<file path="config.mk">
export PLATFORM = sky130hd
export DESIGN_NAME = m_loadstore_unit
export DESIGN_NICKNAME = d
export VERILOG_FILES = /design/src/rtl/m_loadstore_unit.sv
export SDC_FILE = /design/constraint.sdc
export NUM_CORES = 1
export LEC_CHECK = 0
export BUFFER_PORTS_ARGS = -buffer_cell sky130_fd_sc_hd__clkbuf_2
export CAP_MARGIN = 20
export CORE_MARGIN = 10
export CORE_UTILIZATION = 52
export CTS_CLUSTER_SIZE = 14
export DETAILED_ROUTE_END_ITERATION = 10
export MAX_ROUTING_LAYER = met4
export PLACE_DENSITY = 0.85
export SLEW_MARGIN = 30
export SYNTH_ARGS = -nofsm -noshare
export SYNTH_HDL_FRONTEND = slang
export SYNTH_SLANG_ARGS = --single-unit
export TNS_END_PERCENT = 30
</file>
<file path="constraint.sdc">
create_clock -name i_clk -period 3.6 [get_ports i_clk]
set_input_delay 0 -clock i_clk [delete_from_list [all_inputs] [get_ports i_clk]]
set_output_delay 0 -clock i_clk [all_outputs]
set_load 0.01 [all_outputs]
</file>
<file path="src/rtl/m_loadstore_unit.sv">
// ============================================================================
// Module   : m_loadstore_unit
// Purpose  : Memory-stage load/store responder. Issues byte/half/word
//            accesses to a word-wide synchronous SRAM with byte enables,
//            stalls the pipeline for the access, returns extended load data.
// Revision : 1.0 - initial release
// ============================================================================
`default_nettype none

module m_loadstore_unit #(
  parameter int ADDR_W = 32,
  parameter int RD_LAT = 1    // legal range 1..7
) (
  input  logic              i_clk,
  input  logic              i_rst_n,
  input  logic              i_lsu_memread,
  input  logic              i_lsu_memwrite,
  input  logic [5:0]        i_lsu_opcode,
  input  logic [ADDR_W-1:0] i_lsu_addr,
  input  logic [31:0]       i_lsu_wdata,
  output logic              o_lsu_stall,
  output logic              o_lsu_rvalid,
  output logic [31:0]       o_lsu_rdata,
  output logic              o_lsu_misalign,
  output logic              o_mem_req,
  output logic              o_mem_we,
  output logic [3:0]        o_mem_be,
  output logic [ADDR_W-3:0] o_mem_addr,
  output logic [31:0]       o_mem_wdata,
  input  logic              i_mem_ready,
  input  logic [31:0]       i_mem_rdata
);

  localparam logic [2:0] C_LAT = 3'(RD_LAT);

  typedef enum logic [1:0] {
    S_IDLE = 2'd0,
    S_REQ  = 2'd1,
    S_WAIT = 2'd2,
    S_DONE = 2'd3
  } state_t;

  state_t state_q, state_d;

  // Decoded view of the incoming request
  logic        w_is_load, w_is_store, w_use_wr, w_use_rd, w_qual, w_misalign;
  logic [1:0]  w_lane, w_size;
  logic [3:0]  w_be;
  logic [31:0] w_wdata;
  logic        w_stall;

  // Captured request
  logic              we_q, uns_q, mis_q;
  logic [1:0]        size_q, lane_q;
  logic [3:0]        be_q;
  logic [ADDR_W-3:0] maddr_q;
  logic [31:0]       wdata_q, rdata_q;
  logic [2:0]        cnt_q;

  // Load-result extension
  logic [7:0]  w_byte;
  logic [15:0] w_half;
  logic [31:0] w_ext;

  // Opcode decode, qualification, alignment and lane steering of the request
  always_comb begin
    w_is_load  = 1'b0;
    w_is_store = 1'b0;
    case (i_lsu_opcode)
      6'b100000, 6'b100001, 6'b100011, 6'b100100, 6'b100101: w_is_load  = 1'b1;
      6'b101000, 6'b101001, 6'b101011:                       w_is_store = 1'b1;
      default: ;
    endcase
    // A store opcode with memwrite wins; otherwise fall back to the read.
    w_use_wr = i_lsu_memwrite & w_is_store;
    w_use_rd = ~w_use_wr & i_lsu_memread & w_is_load;
    w_qual   = w_use_wr | w_use_rd;

    w_lane = i_lsu_addr[1:0];
    w_size = i_lsu_opcode[1:0];   // 00 byte, 01 half, 11 word
    w_misalign = ((w_size == 2'b01) && w_lane[0]) ||
                 ((w_size == 2'b11) && (w_lane != 2'b00));

    case (w_size)
      2'b00: begin
        w_be    = 4'b0001 << w_lane;
        w_wdata = {4{i_lsu_wdata[7:0]}};
      end
      2'b01: begin
        w_be    = w_lane[1] ? 4'b1100 : 4'b0011;
        w_wdata = {2{i_lsu_wdata[15:0]}};
      end
      default: begin
        w_be    = 4'b1111;
        w_wdata = i_lsu_wdata;
      end
    endcase
  end

  // State register
  always_ff @(posedge i_clk or negedge i_rst_n) begin
    if (!i_rst_n) state_q <= S_IDLE;
    else          state_q <= state_d;
  end

  // Next-state and stall decode
  always_comb begin
    state_d = state_q;
    w_stall = 1'b0;
    case (state_q)
      S_IDLE: begin
        if (w_qual) begin
          w_stall = 1'b1;
          state_d = w_misalign ? S_DONE : S_REQ;
        end
      end
      S_REQ: begin
        w_stall = 1'b1;
        if (i_mem_ready) state_d = we_q ? S_DONE : S_WAIT;
      end
      S_WAIT: begin
        w_stall = 1'b1;
        if (cnt_q == 3'd1) state_d = S_DONE;
      end
      S_DONE: state_d = S_IDLE;
      default: state_d = S_IDLE;
    endcase
  end

  // Select and extend the addressed lane of the returned SRAM word
  always_comb begin
    case (lane_q)
      2'd0:    w_byte = i_mem_rdata[7:0];
      2'd1:    w_byte = i_mem_rdata[15:8];
      2'd2:    w_byte = i_mem_rdata[23:16];
      default: w_byte = i_mem_rdata[31:24];
    endcase
    w_half = lane_q[1] ? i_mem_rdata[31:16] : i_mem_rdata[15:0];
    case (size_q)
      2'b00:   w_ext = uns_q ? {24'd0, w_byte} : {{24{w_byte[7]}}, w_byte};
      2'b01:   w_ext = uns_q ? {16'd0, w_half} : {{16{w_half[15]}}, w_half};
      default: w_ext = i_mem_rdata;
    endcase
  end

  // Request capture, read-latency counter and load-result register
  always_ff @(posedge i_clk or negedge i_rst_n) begin
    if (!i_rst_n) begin
      we_q    <= 1'b0;
      uns_q   <= 1'b0;
      mis_q   <= 1'b0;
      size_q  <= 2'b00;
      lane_q  <= 2'b00;
      be_q    <= 4'b0000;
      maddr_q <= '0;
      wdata_q <= 32'd0;
      rdata_q <= 32'd0;
      cnt_q   <= 3'd0;
    end else begin
      case (state_q)
        S_IDLE: begin
          if (w_qual) begin
            we_q    <= w_use_wr;
            uns_q   <= i_lsu_opcode[2];
            mis_q   <= w_misalign;
            size_q  <= w_size;
            lane_q  <= w_lane;
            be_q    <= w_be;
            maddr_q <= i_lsu_addr[ADDR_W-1:2];
            wdata_q <= w_wdata;
            rdata_q <= 32'd0;   // stores and misaligned accesses return zero
          end
        end
        S_REQ: begin
          if (i_mem_ready && !we_q) cnt_q <= C_LAT;
        end
        S_WAIT: begin
          cnt_q <= cnt_q - 3'd1;
          if (cnt_q == 3'd1) rdata_q <= w_ext;
        end
        default: ;
      endcase
    end
  end

  // The combinational stall path is masked so reset clears it immediately
  // even while upstream still presents a request.
  assign o_lsu_stall    = w_stall & i_rst_n;
  assign o_lsu_rvalid   = (state_q == S_DONE);
  assign o_lsu_misalign = (state_q == S_DONE) & mis_q;
  assign o_lsu_rdata    = rdata_q;
  assign o_mem_req      = (state_q == S_REQ);
  assign o_mem_we       = we_q;
  assign o_mem_be       = be_q;
  assign o_mem_addr     = maddr_q;
  assign o_mem_wdata    = wdata_q;

endmodule

`default_nettype wire
</file>
==> results.sh, run 1 <==
export IMPL_rows=36
export IMPL_worstHoldPathType="input pin to flip-flop"
export IMPL_wl_met2_mm=9.80
export IMPL_p_sw_share_pct=41.0
export IMPL_timing_rr_end="o_lsu_rdata[29]"
export IMPL_wl_met1_mm=7.22
export IMPL_synth_top_cell_area_share_pct=53.1
export IMPL_path_class="flip-flop to primary output"
export IMPL_rsz0062_at_grt="false"
export IMPL_grt_pass1_wl_mm=30.8
export IMPL_synth_seq_cells=110
export IMPL_final_instance_count_excl_fill=965
export IMPL_worst_pin_slew_ns=0.881
export IMPL_arrival_ns=2.42
export IMPL_die_area_um2=14400
export IMPL_holdCritStartpoint="i_mem_rdata[15]"
export IMPL_pre_cts_ws_ns=1.23
export IMPL_initial_core_util_pct=53.3
export IMPL_grt_util_all_layers_pct=27.5
export IMPL_io_pins=210
export IMPL_setup_ws_ns=1.18
export IMPL_slowest_delay_ns=0.45
export IMPL_clock_skew_ns=0.0143
export IMPL_cts_max_level=3
export IMPL_cts_sinks=110
export IMPL_cts_tree="built"
export IMPL_syn_to_final_growth_pct=45.1
export IMPL_clk_path_buf_depth=2
export IMPL_fillCellCount=646
export IMPL_p_comb_share_pct=43.7
export IMPL_top_layer="met4"
export IMPL_hpwl_mm=12.2
export IMPL_design_area_um2=7520
export IMPL_status="finished, final reports clean"
export IMPL_yosys_area_share_simple_pct=17.2
export IMPL_fin_tns_setup_ns=0
export IMPL_synthXorXnorAreaFrac_pct=0
export IMPL_drv_slew=0
export IMPL_die_w_um=120
export IMPL_ys_warn_count=0
export IMPL_post_route_period_util_pct=67.3
export IMPL_grt_max_degree=101
export IMPL_clkSlewWorstSetupHoldPaths_ns=0.09
export IMPL_synth_compound_area_share_pct=16.9
export IMPL_grt_overflow=0
export IMPL_min_to="o_lsu_rdata[15]"
export IMPL_numPortBuffers=209
export IMPL_antenna_found_initial=1
export IMPL_synth_top_family_by_area="simple AND/OR/NAND/NOR gates"
export IMPL_yosysSeqAreaShare_pct=53.1
export IMPL_vias=5360
export IMPL_ff2ff_setup_slack_ns=1.21
export IMPL_power_frac_clock_pct=15.5
export IMPL_critPathSlowestCell="buf_4"
export IMPL_synth_fa_ha_area_share_pct=1.69
export IMPL_finalCriticalPeriod_ns=2.42
export IMPL_cap_violations=0
export IMPL_wl_mm=19.5
export IMPL_grt_pass1_vias=5701
export IMPL_power_switching_w=0.00227
export IMPL_drc=0
export IMPL_leakagePower_nw=3.93
export IMPL_post_cts_setup_buffers=0
export IMPL_core_area_um2=9730
export IMPL_synthTopCellsByArea="dfrtp_1, nand2_1, mux2i_1"
export IMPL_netlist_instances=538
export IMPL_hold_viol=0
export IMPL_cp_required_ns=3.60
export IMPL_clkLatencyLatePin_ns=0.37
export IMPL_p_int_w=0.00326
export IMPL_crit_path_end_kind="primary output"
export IMPL_drt_pre_antenna_iters=5
export IMPL_cts_resized=0
export IMPL_wl_per_cell_um=20.2
export IMPL_syn_area_um2=5180
export IMPL_synth_cell_type_count=43
export IMPL_die_h_um=120
export IMPL_ff2ff_path_depth=6
export IMPL_r2r_start="state_q[0]"
export IMPL_gp_routability_congestion=0.875
export IMPL_p_per_area_nw_per_um2=736
export IMPL_seq_power_share_pct=40.9
export IMPL_postPlaceCellArea_um2=6300
export IMPL_cts_buffers=9
export IMPL_setup_viol_count_final=0
export IMPL_ir_worst_vdd_mv=0.406
export IMPL_yosysTopAreaCell="dfrtp_1"
export IMPL_route_met3_wl_mm=1.76
export IMPL_cp_cell_sequence="inv_1, ha_1, and3_2, buf_4, nor2_1, nor3b_1, clkbuf_2"
export IMPL_path_max_fanout=47
export IMPL_ant_nets=0
export IMPL_muxShareOfSynthArea_pct=7.22
export IMPL_placedCellCount=850
export IMPL_drive_gt1_share_pct=29.0
export IMPL_syn_avg_cell_area_um2=9.64
export IMPL_synthesis_nets=652
export IMPL_hold_depth=3
export IMPL_clock_fmax_mhz=413
export IMPL_nets=940
export IMPL_drt_initial_drc_count=504
export IMPL_multi_input_area_um2=2250
export IMPL_root_buffer="clkbuf_8"
export IMPL_post_drt_via_cell_ratio=5.55
export IMPL_regArea_um2=2750
export IMPL_cp_start_kind="flip-flop"
export IMPL_slew_headroom_pct=41.3
[worst max-delay path: cells and delay by family (launching register included)]
kind,cells,cell delay (ns)
simple gates,3,0.55
flops,1,0.41
buf+inv,3,0.75
fa+ha+maj,1,0.32
[state kept, by name, indices dropped and copies added (netlist names)]
signal / flops
cnt_q: 3
state_q: 2
size_q: 2
lane_q: 2
mis_q: 1
uns_q: 1
o_mem_we: 1
o_mem_wdata: 32
o_lsu_rdata: 32
o_mem_be: 4
o_mem_addr: 30
[placed cells by master, fill, tap and decap left out, drive strengths merged, types with 2 or more instances in the layout]
cell type | netlist | final
clkbuf | 22 | 219
o2bb2ai | 10 | 10
a31oi | 2 | 2
a21oi | 21 | 21
o31ai | 2 | 2
a221o | 22 | 22
nand2 | 158 | 158
nor2b | 8 | 8
mux2i | 34 | 34
inv | 11 | 12
ha | 7 | 7
a211oi | 8 | 8
nand3 | 4 | 4
nand2b | 6 | 6
o211ai | 3 | 3
nor3b | 8 | 8
nor2 | 20 | 20
bufinv | 0 | 2
o21ai | 45 | 45
and3 | 2 | 2
buf | 14 | 7
dfrtp | 110 | 110
mux2 | 3 | 3
o22ai | 6 | 6
dlygate4sd3 | 0 | 98
clkinv | 0 | 2
a221oi | 2 | 2
[what timing repair did]
item,in CTS,in global routing
hold buffers,98,0
setup endpoints to repair,0,0
endpoints found under the hold margin,177,0
[cell usage after synthesis (all sizes together)]
cell type and n:
nand2 158, dfrtp 110, o21ai 45, mux2i 34, a221o 22, clkbuf 22
a21oi 21, nor2 20, buf 14, inv 11, o2bb2ai 10, a211oi 8
nor2b 8, nor3b 8, ha 7, nand2b 6, o22ai 6, nand3 4
mux2 3, o211ai 3, a221oi 2, a31oi 2, and3 2, o31ai 2
a22oi 1, and2 1, and4b 1, nand4 1, nor3 1, nor4 1
o2111ai 1, o211a 1, o311ai 1, or3b 1
[area by class of cell]
type                       count  area share [%]
inverter                      11           0.549
clock inverter                 5            1.05
clock buffer                  11            2.01
tap                          133            2.21
multi-input combinational    381            29.9
timing repair buffer         313            27.6
antenna                        1          0.0333
sequential                   110            36.6
[layer usage]
layer,up-vias,global-route usage [%]
met4,0,12.1
li1,2441,-
met3,49,7.92
met5,-,-
met2,313,46.4
met1,2557,29.7
[kinds of logic after synthesis]
logic type / count (synthesis)
compound gates: 125
flops: 110
mux: 37
buf+inv: 47
simple gates: 212
fa+ha+maj: 7
[power groups by stage]
stage	logic, W	clock network [W]	registers [W]
final	0.00242	0.000855	0.00226
after global placement	0.00217	0	0.00221
after detailed placement	0.00226	0	0.00225
after global routing	0.00265	0.000915	0.00233
after CTS	0.00235	0.000864	0.00223
after floorplan	0.00115	0	0.00235
[stage by stage]
step	hold slack, ns	power [W]	utilization (%)
3_3_place_gp	0.190	0.00438	64.7
5_1_grt	0.0166	0.00589	77.3
6_report	0.0127	0.00554	77.3
4_1_cts	0.00303	0.00544	77.2
2_1_floorplan	-0.296	0.00350	-
3_5_place_dp	0.194	0.00451	64.7
[worst max-delay path by stage]
| stage | to | slack [ns] | startpoint | cells after the start |
|---|---|---|---|---|
| floorplan | o_lsu_rdata[16] | 1.64 | state_q[0] | 8 |
| global placement | o_lsu_rdata[16] | 1.37 | state_q[0] | 6 |
| detailed placement | o_lsu_rdata[16] | 1.23 | state_q[0] | 6 |
| CTS | o_lsu_stall | 1.19 | state_q[0] | 7 |
| global route | o_lsu_stall | 0.99 | state_q[0] | 7 |
| finish | o_lsu_stall | 1.18 | state_q[0] | 7 |
Note: power is estimated with default switching activity, not from simulation.
==> inputs of run 2 (changes only) <==
--- a/config.mk
+++ b/config.mk
@@ -8,11 +8,11 @@
 export BUFFER_PORTS_ARGS = -buffer_cell sky130_fd_sc_hd__clkbuf_2
 export CAP_MARGIN = 20
 export CORE_MARGIN = 10
-export CORE_UTILIZATION = 52
+export CORE_UTILIZATION = 49
 export CTS_CLUSTER_SIZE = 14
 export DETAILED_ROUTE_END_ITERATION = 10
 export MAX_ROUTING_LAYER = met4
-export PLACE_DENSITY = 0.85
+export PLACE_DENSITY = 0.81
 export SLEW_MARGIN = 30
 export SYNTH_ARGS = -nofsm -noshare
 export SYNTH_HDL_FRONTEND = slang
==> constraint.sdc (replaced) <==
create_clock -name i_clk -period 2.3 [get_ports i_clk]
set_input_delay 0 -clock i_clk [delete_from_list [all_inputs] [get_ports i_clk]]
set_output_delay 0 -clock i_clk [all_outputs]
set_load 0.01 [all_outputs]
==> run 2 against run 1 <==
  * Sequential power increased by 52%
  * Hold slack improved by 0.0053 ns
  * Global-route usage decreased by 1.4 points
  * Die area up 5.1%
  * Worst setup slack worse by 1.1 ns
  * Final cell count increased by 1.6%
  * Core utilization down 3.8 points
  * Register-to-register slack got worse by 1.1 ns
  * Wire length is 2.1% lower
  * Sequential share of layout area shrank 0.34 points
  * Sequential cell count is the same
  * Clock power increased by 25%
  * Critical path type is now flip-flop to flip-flop
  * Highest routed layer unchanged
==> results.sh, run 2 (synthesized netlist as in run 1, its figures left out) <==
export IMPL_syn_to_final_growth_pct=46.5
export IMPL_hpwl_mm=12.3
export IMPL_drt_initial_drc_count=529
export IMPL_drt_pre_antenna_iters=8
export IMPL_drv_slew=0
export IMPL_drc=0
export IMPL_clock_skew_ns=0.00904
export IMPL_clk_path_buf_depth=2
export IMPL_grt_pass1_vias=5872
export IMPL_clkSlewWorstSetupHoldPaths_ns=0.11
export IMPL_cp_required_ns=2.55
export IMPL_ff2ff_path_depth=7
export IMPL_clock_fmax_mhz=456
export IMPL_root_buffer="clkbuf_8"
export IMPL_cap_violations=0
export IMPL_worst_pin_slew_ns=0.904
export IMPL_status="finished, final reports clean"
export IMPL_ir_worst_vdd_mv=0.663
export IMPL_postPlaceCellArea_um2=6390
export IMPL_post_drt_via_cell_ratio=5.54
export IMPL_grt_pass1_wl_mm=30.5
export IMPL_vias=5434
export IMPL_wl_mm=19.1
export IMPL_antenna_found_initial=0
export IMPL_pre_cts_ws_ns=-0.0370
export IMPL_crit_path_end_kind="flip-flop"
export IMPL_die_h_um=123
export IMPL_die_area_um2=15100
export IMPL_cts_tree="built"
export IMPL_r2r_start="state_q[0]"
export IMPL_cp_start_kind="flip-flop"
export IMPL_setup_ws_ns=0.106
export IMPL_initial_core_util_pct=50.2
export IMPL_holdCritStartpoint="i_lsu_opcode[1]"
export IMPL_post_route_period_util_pct=95.4
export IMPL_p_per_area_nw_per_um2=1110
export IMPL_finalPower_w=0.00844
export IMPL_gp_routability_congestion=0.890
export IMPL_grt_max_degree=68
export IMPL_clkLatencyLatePin_ns=0.37
export IMPL_ant_nets=0
export IMPL_numPortBuffers=209
export IMPL_cts_max_level=3
export IMPL_io_pins=210
export IMPL_slew_headroom_pct=39.5
export IMPL_final_instance_count_excl_fill=980
export IMPL_rsz0062_at_grt="false"
export IMPL_die_w_um=123
export IMPL_drive_gt1_share_pct=29.7
export IMPL_wl_per_cell_um=19.4
export IMPL_hold_depth=3
export IMPL_core_area_um2=10300
export IMPL_mostFrequentLayoutCells="clkbuf_2, nand2_1, dfrtp_1"
export IMPL_path_class="flip-flop to flip-flop"
export IMPL_rows=37
export IMPL_nets=953
export IMPL_design_area_um2=7590
export IMPL_post_cts_setup_buffers=0
export IMPL_path_max_fanout=17
export IMPL_grt_overflow=0
export IMPL_setup_viol_count_final=0
export IMPL_cts_buffers=9
export IMPL_worstSetupStartpoint="state_q[0]"
export IMPL_worstHoldPathType="input pin to flip-flop"
export IMPL_grt_util_all_layers_pct=26.2
export IMPL_finalCriticalPeriod_ns=2.19
export IMPL_cts_sinks=110
export IMPL_layout_commonest_cell="clkbuf_2"
export IMPL_hold_viol=0
export IMPL_leakagePower_nw=3.95
export IMPL_arrival_ns=2.45
export IMPL_placedCellCount=862
run 2: path summary, 6_finish.rpt:
check                             endpoint  slack [ns]
min in group asynchronous  o_mem_wdata[11]        0.05
hold / removal                 o_mem_be[0]        0.02
setup reg to reg           o_lsu_rdata[29]        0.11
max in group asynchronous   o_mem_addr[27]        1.50
hold reg to reg             o_mem_addr[20]        0.48
setup / recovery           o_lsu_rdata[29]        0.11
run 2: repair_timing:
action                                 in CTS  in global routing
endpoints found under the hold margin     212                  0
setup endpoints to repair                  17                 17
gates cloned                                0                  0
gates resized for setup                     3                  2
hold buffers                              102                  0
run 2: worst max-delay path, cell delays in order (launching register included):
cell and delay (ns):
dfrtp_1 0.42, inv_1 0.16, ha_2 0.27, inv_1 0.11
o2111ai_4 0.25, buf_6 0.21, and4b_2 0.35, a221o_1 0.30
run 2: final cells by class:
| class | instances | area [um2] |
|---|---|---|
| Clock buffer | 11 | 131 |
| Timing Repair Buffer | 326 | 2210 |
| Inverter | 11 | 41.3 |
| Sequential cell | 110 | 2750 |
| Fill cell | 665 | 2730 |
| Multi-Input combinational cell | 381 | 2260 |
| Tap cell | 136 | 170 |
| Clock inverter | 4 | 32.5 |
| Antenna cell | 1 | 2.50 |
run 2: routing by layer:
metal	share of wire [%]	track usage, %	vias up
li1	-	-	2461
met1	37	29.0	2586
met2	49	43.1	340
met3	10	7.07	47
met4	3.1	12.2	0
met5	0	-	-
run 2: report_power, final:
group          internal [W]  leakage [nW]  total (W)  switching [W]
clock              0.000400        0.0817    0.00107       0.000666
combinational       0.00169          2.43    0.00394        0.00225
sequential          0.00281          1.44    0.00344       0.000623
run 2: through the flow:
stage          setup TNS (ns)  util (%)  hold WS (ns)
2_1_floorplan               0         -        -0.296
3_3_place_gp         -0.00331      61.8        -0.103
3_5_place_dp           -0.316      61.9        -0.102
4_1_cts                     0      73.5        0.0105
5_1_grt                     0      73.5        0.0700
6_report                    0      73.6        0.0179
==> inputs of run 3 (changes only) <==
--- a/config.mk
+++ b/config.mk
@@ -13,6 +13,7 @@
 export DETAILED_ROUTE_END_ITERATION = 10
 export MAX_ROUTING_LAYER = met4
 export PLACE_DENSITY = 0.81
+export RECOVER_POWER = 50
 export SLEW_MARGIN = 30
 export SYNTH_ARGS = -nofsm -noshare
 export SYNTH_HDL_FRONTEND = slang
==> run 3 against run 2 <==
  * Register-to-register slack hardly changed
  * Hold slack improved by 0.0016 ns
  * Power shrank 1.4%
  * Critical path depth stayed put
  * Sequential power is essentially flat
  * Global-route usage stayed put
  * Clock skew increased by 0.0014 ns
  * Sequential cell count unchanged
  * Wire length unchanged
  * Critical path type unchanged
  * Critical endpoint unchanged
  * Largest power group unchanged
==> results.sh, run 3 (synthesized netlist as in run 1, its figures left out) <==
export IMPL_grt_pass1_wl_mm=30.5
export IMPL_cp_required_ns=2.55
export IMPL_clkSlewWorstSetupHoldPaths_ns=0.11
export IMPL_numPortBuffers=209
export IMPL_worstHoldPathType="input pin to flip-flop"
export IMPL_worst_pin_slew_ns=1.05
export IMPL_path_class="flip-flop to flip-flop"
export IMPL_grt_max_degree=68
export IMPL_post_cts_setup_buffers=0
export IMPL_drc=0
export IMPL_layout_commonest_cell="nand2_1"
export IMPL_hold_viol=0
export IMPL_min_to="o_mem_be[0]"
export IMPL_grt_pass1_vias=5872
export IMPL_crit_path_end_kind="flip-flop"
export IMPL_post_route_period_util_pct=95.9
export IMPL_wl_per_cell_um=19.4
export IMPL_holdWs_ns=0.0195
export IMPL_r2r_start="state_q[0]"
export IMPL_drive_gt1_share_pct=22.8
export IMPL_p_per_area_nw_per_um2=1110
export IMPL_finalPower_w=0.00832
export IMPL_path_max_fanout=17
export IMPL_design_area_um2=7510
export IMPL_final_instance_count_excl_fill=981
export IMPL_ff2ff_path_depth=7
export IMPL_die_h_um=123
export IMPL_initial_core_util_pct=50.2
export IMPL_post_drt_via_cell_ratio=5.54
export IMPL_die_w_um=123
export IMPL_mostFrequentLayoutCells="nand2_1, clkbuf_2, dfrtp_1"
export IMPL_rsz0062_at_grt="false"
export IMPL_root_buffer="clkbuf_8"
export IMPL_clock_fmax_mhz=454
export IMPL_setup_ws_ns=0.0950
export IMPL_cp_start_kind="flip-flop"
export IMPL_arrival_ns=2.46
export IMPL_finalCriticalPeriod_ns=2.20
export IMPL_clkLatencyLatePin_ns=0.37
export IMPL_ant_nets=0
export IMPL_cts_max_level=3
export IMPL_clk_path_buf_depth=2
export IMPL_wl_mm=19.1
export IMPL_die_area_um2=15100
export IMPL_slew_headroom_pct=30.0
export IMPL_postPlaceCellArea_um2=6390
export IMPL_setup_viol_count_final=0
export IMPL_drt_initial_drc_count=451
export IMPL_placedCellCount=862
export IMPL_hpwl_mm=12.3
export IMPL_pre_cts_ws_ns=-0.0370
export IMPL_status="finished, final reports clean"
export IMPL_clock_skew_ns=0.0104
export IMPL_cts_buffers=9
export IMPL_grt_util_all_layers_pct=26.2
export IMPL_ff2ff_setup_slack_ns=0.1
export IMPL_core_area_um2=10300
export IMPL_grt_overflow=0
export IMPL_drt_pre_antenna_iters=5
export IMPL_leakagePower_nw=3.76
export IMPL_hold_depth=3
export IMPL_cap_violations=0
export IMPL_timing_rr_end="o_lsu_rdata[29]"
export IMPL_drv_slew=0
export IMPL_ir_worst_vdd_mv=0.663
export IMPL_vias=5431
export IMPL_io_pins=210
export IMPL_cts_sinks=110
export IMPL_syn_to_final_growth_pct=44.8
export IMPL_antenna_found_initial=0
export IMPL_rows=37
export IMPL_cts_tree="built"
export IMPL_gp_routability_congestion=0.890
export IMPL_holdCritStartpoint="i_lsu_opcode[1]"
export IMPL_nets=953
==> run 3: changes by cell type in the layout (fill, tap and decap cells not counted), sizes merged <==
cell	before	now
buf	16	13
clkbuf	219	222
diode	1	2
==> run 3: per-stage QoR <==
stage | TNS (ns) | utilization, %
floorplan | 0 | -
global placement | -0.00331 | 61.8
detailed placement | -0.316 | 61.9
CTS | 0 | 73.5
global route | 0 | 72.7
finish | 0 | 72.7
==> run 3: worst max-delay path: stages, from the launching register on <==
cell and delay, ns:
dfrtp_1 0.43, inv_1 0.16, ha_2 0.27, inv_1 0.11
o2111ai_4 0.25, buf_6 0.21, and4b_2 0.35, a221o_1 0.30
==> run 3: how the worst max path moves through the flow <==
stage | endpoint | slack, ns | start
after floorplan | o_lsu_rdata[16] | 0.34 | state_q[0]
after global placement | o_lsu_rdata[16] | -0.002 | state_q[0]
after detailed placement | o_lsu_rdata[29] | -0.04 | state_q[0]
after CTS | o_lsu_rdata[29] | 0.01 | state_q[0]
after global routing | o_lsu_stall | 0.02 | state_q[0]
final | o_lsu_rdata[29] | 0.1 | state_q[0]
==> run 3: layout make-up <==
type	count	area, um2
Fill cell	702	2820
Clock buffer	11	131
Timing Repair Buffer	326	2120
Tap cell	136	170
Clock inverter	4	32.5
Antenna cell	2	5.00
Inverter	11	41.3
Multi-Input combinational cell	381	2260
Sequential cell	110	2750
==> run 3: what timing repair did <==
item                       4_1_cts  5_1_grt
hold buffers                   102        0
setup endpoints to repair       17       17
gates cloned                     0        0
gates resized for setup          3        2
hold endpoints to repair       212        0
==> run 3: layer usage <==
| layer | wire [um] | up-vias | track usage [%] | share of wire (%) |
|---|---|---|---|---|
| li1 | - | 2467 | - | - |
| met1 | 7010 | 2595 | 29.0 | 37 |
| met2 | 9350 | 314 | 43.1 | 49 |
| met3 | 2010 | 55 | 7.07 | 11 |
| met4 | 687 | 0 | 12.2 | 3.6 |
| met5 | 0 | - | - | 0 |
==> run 3: power breakdown <==
part / total (W) / internal, W / switching [W]
sequential: 0.00344 / 0.00281 / 0.000623
clock: 0.00107 / 0.000400 / 0.000666
combinational: 0.00382 / 0.00157 / 0.00225
total: 0.00832 / 0.00478 / 0.00354
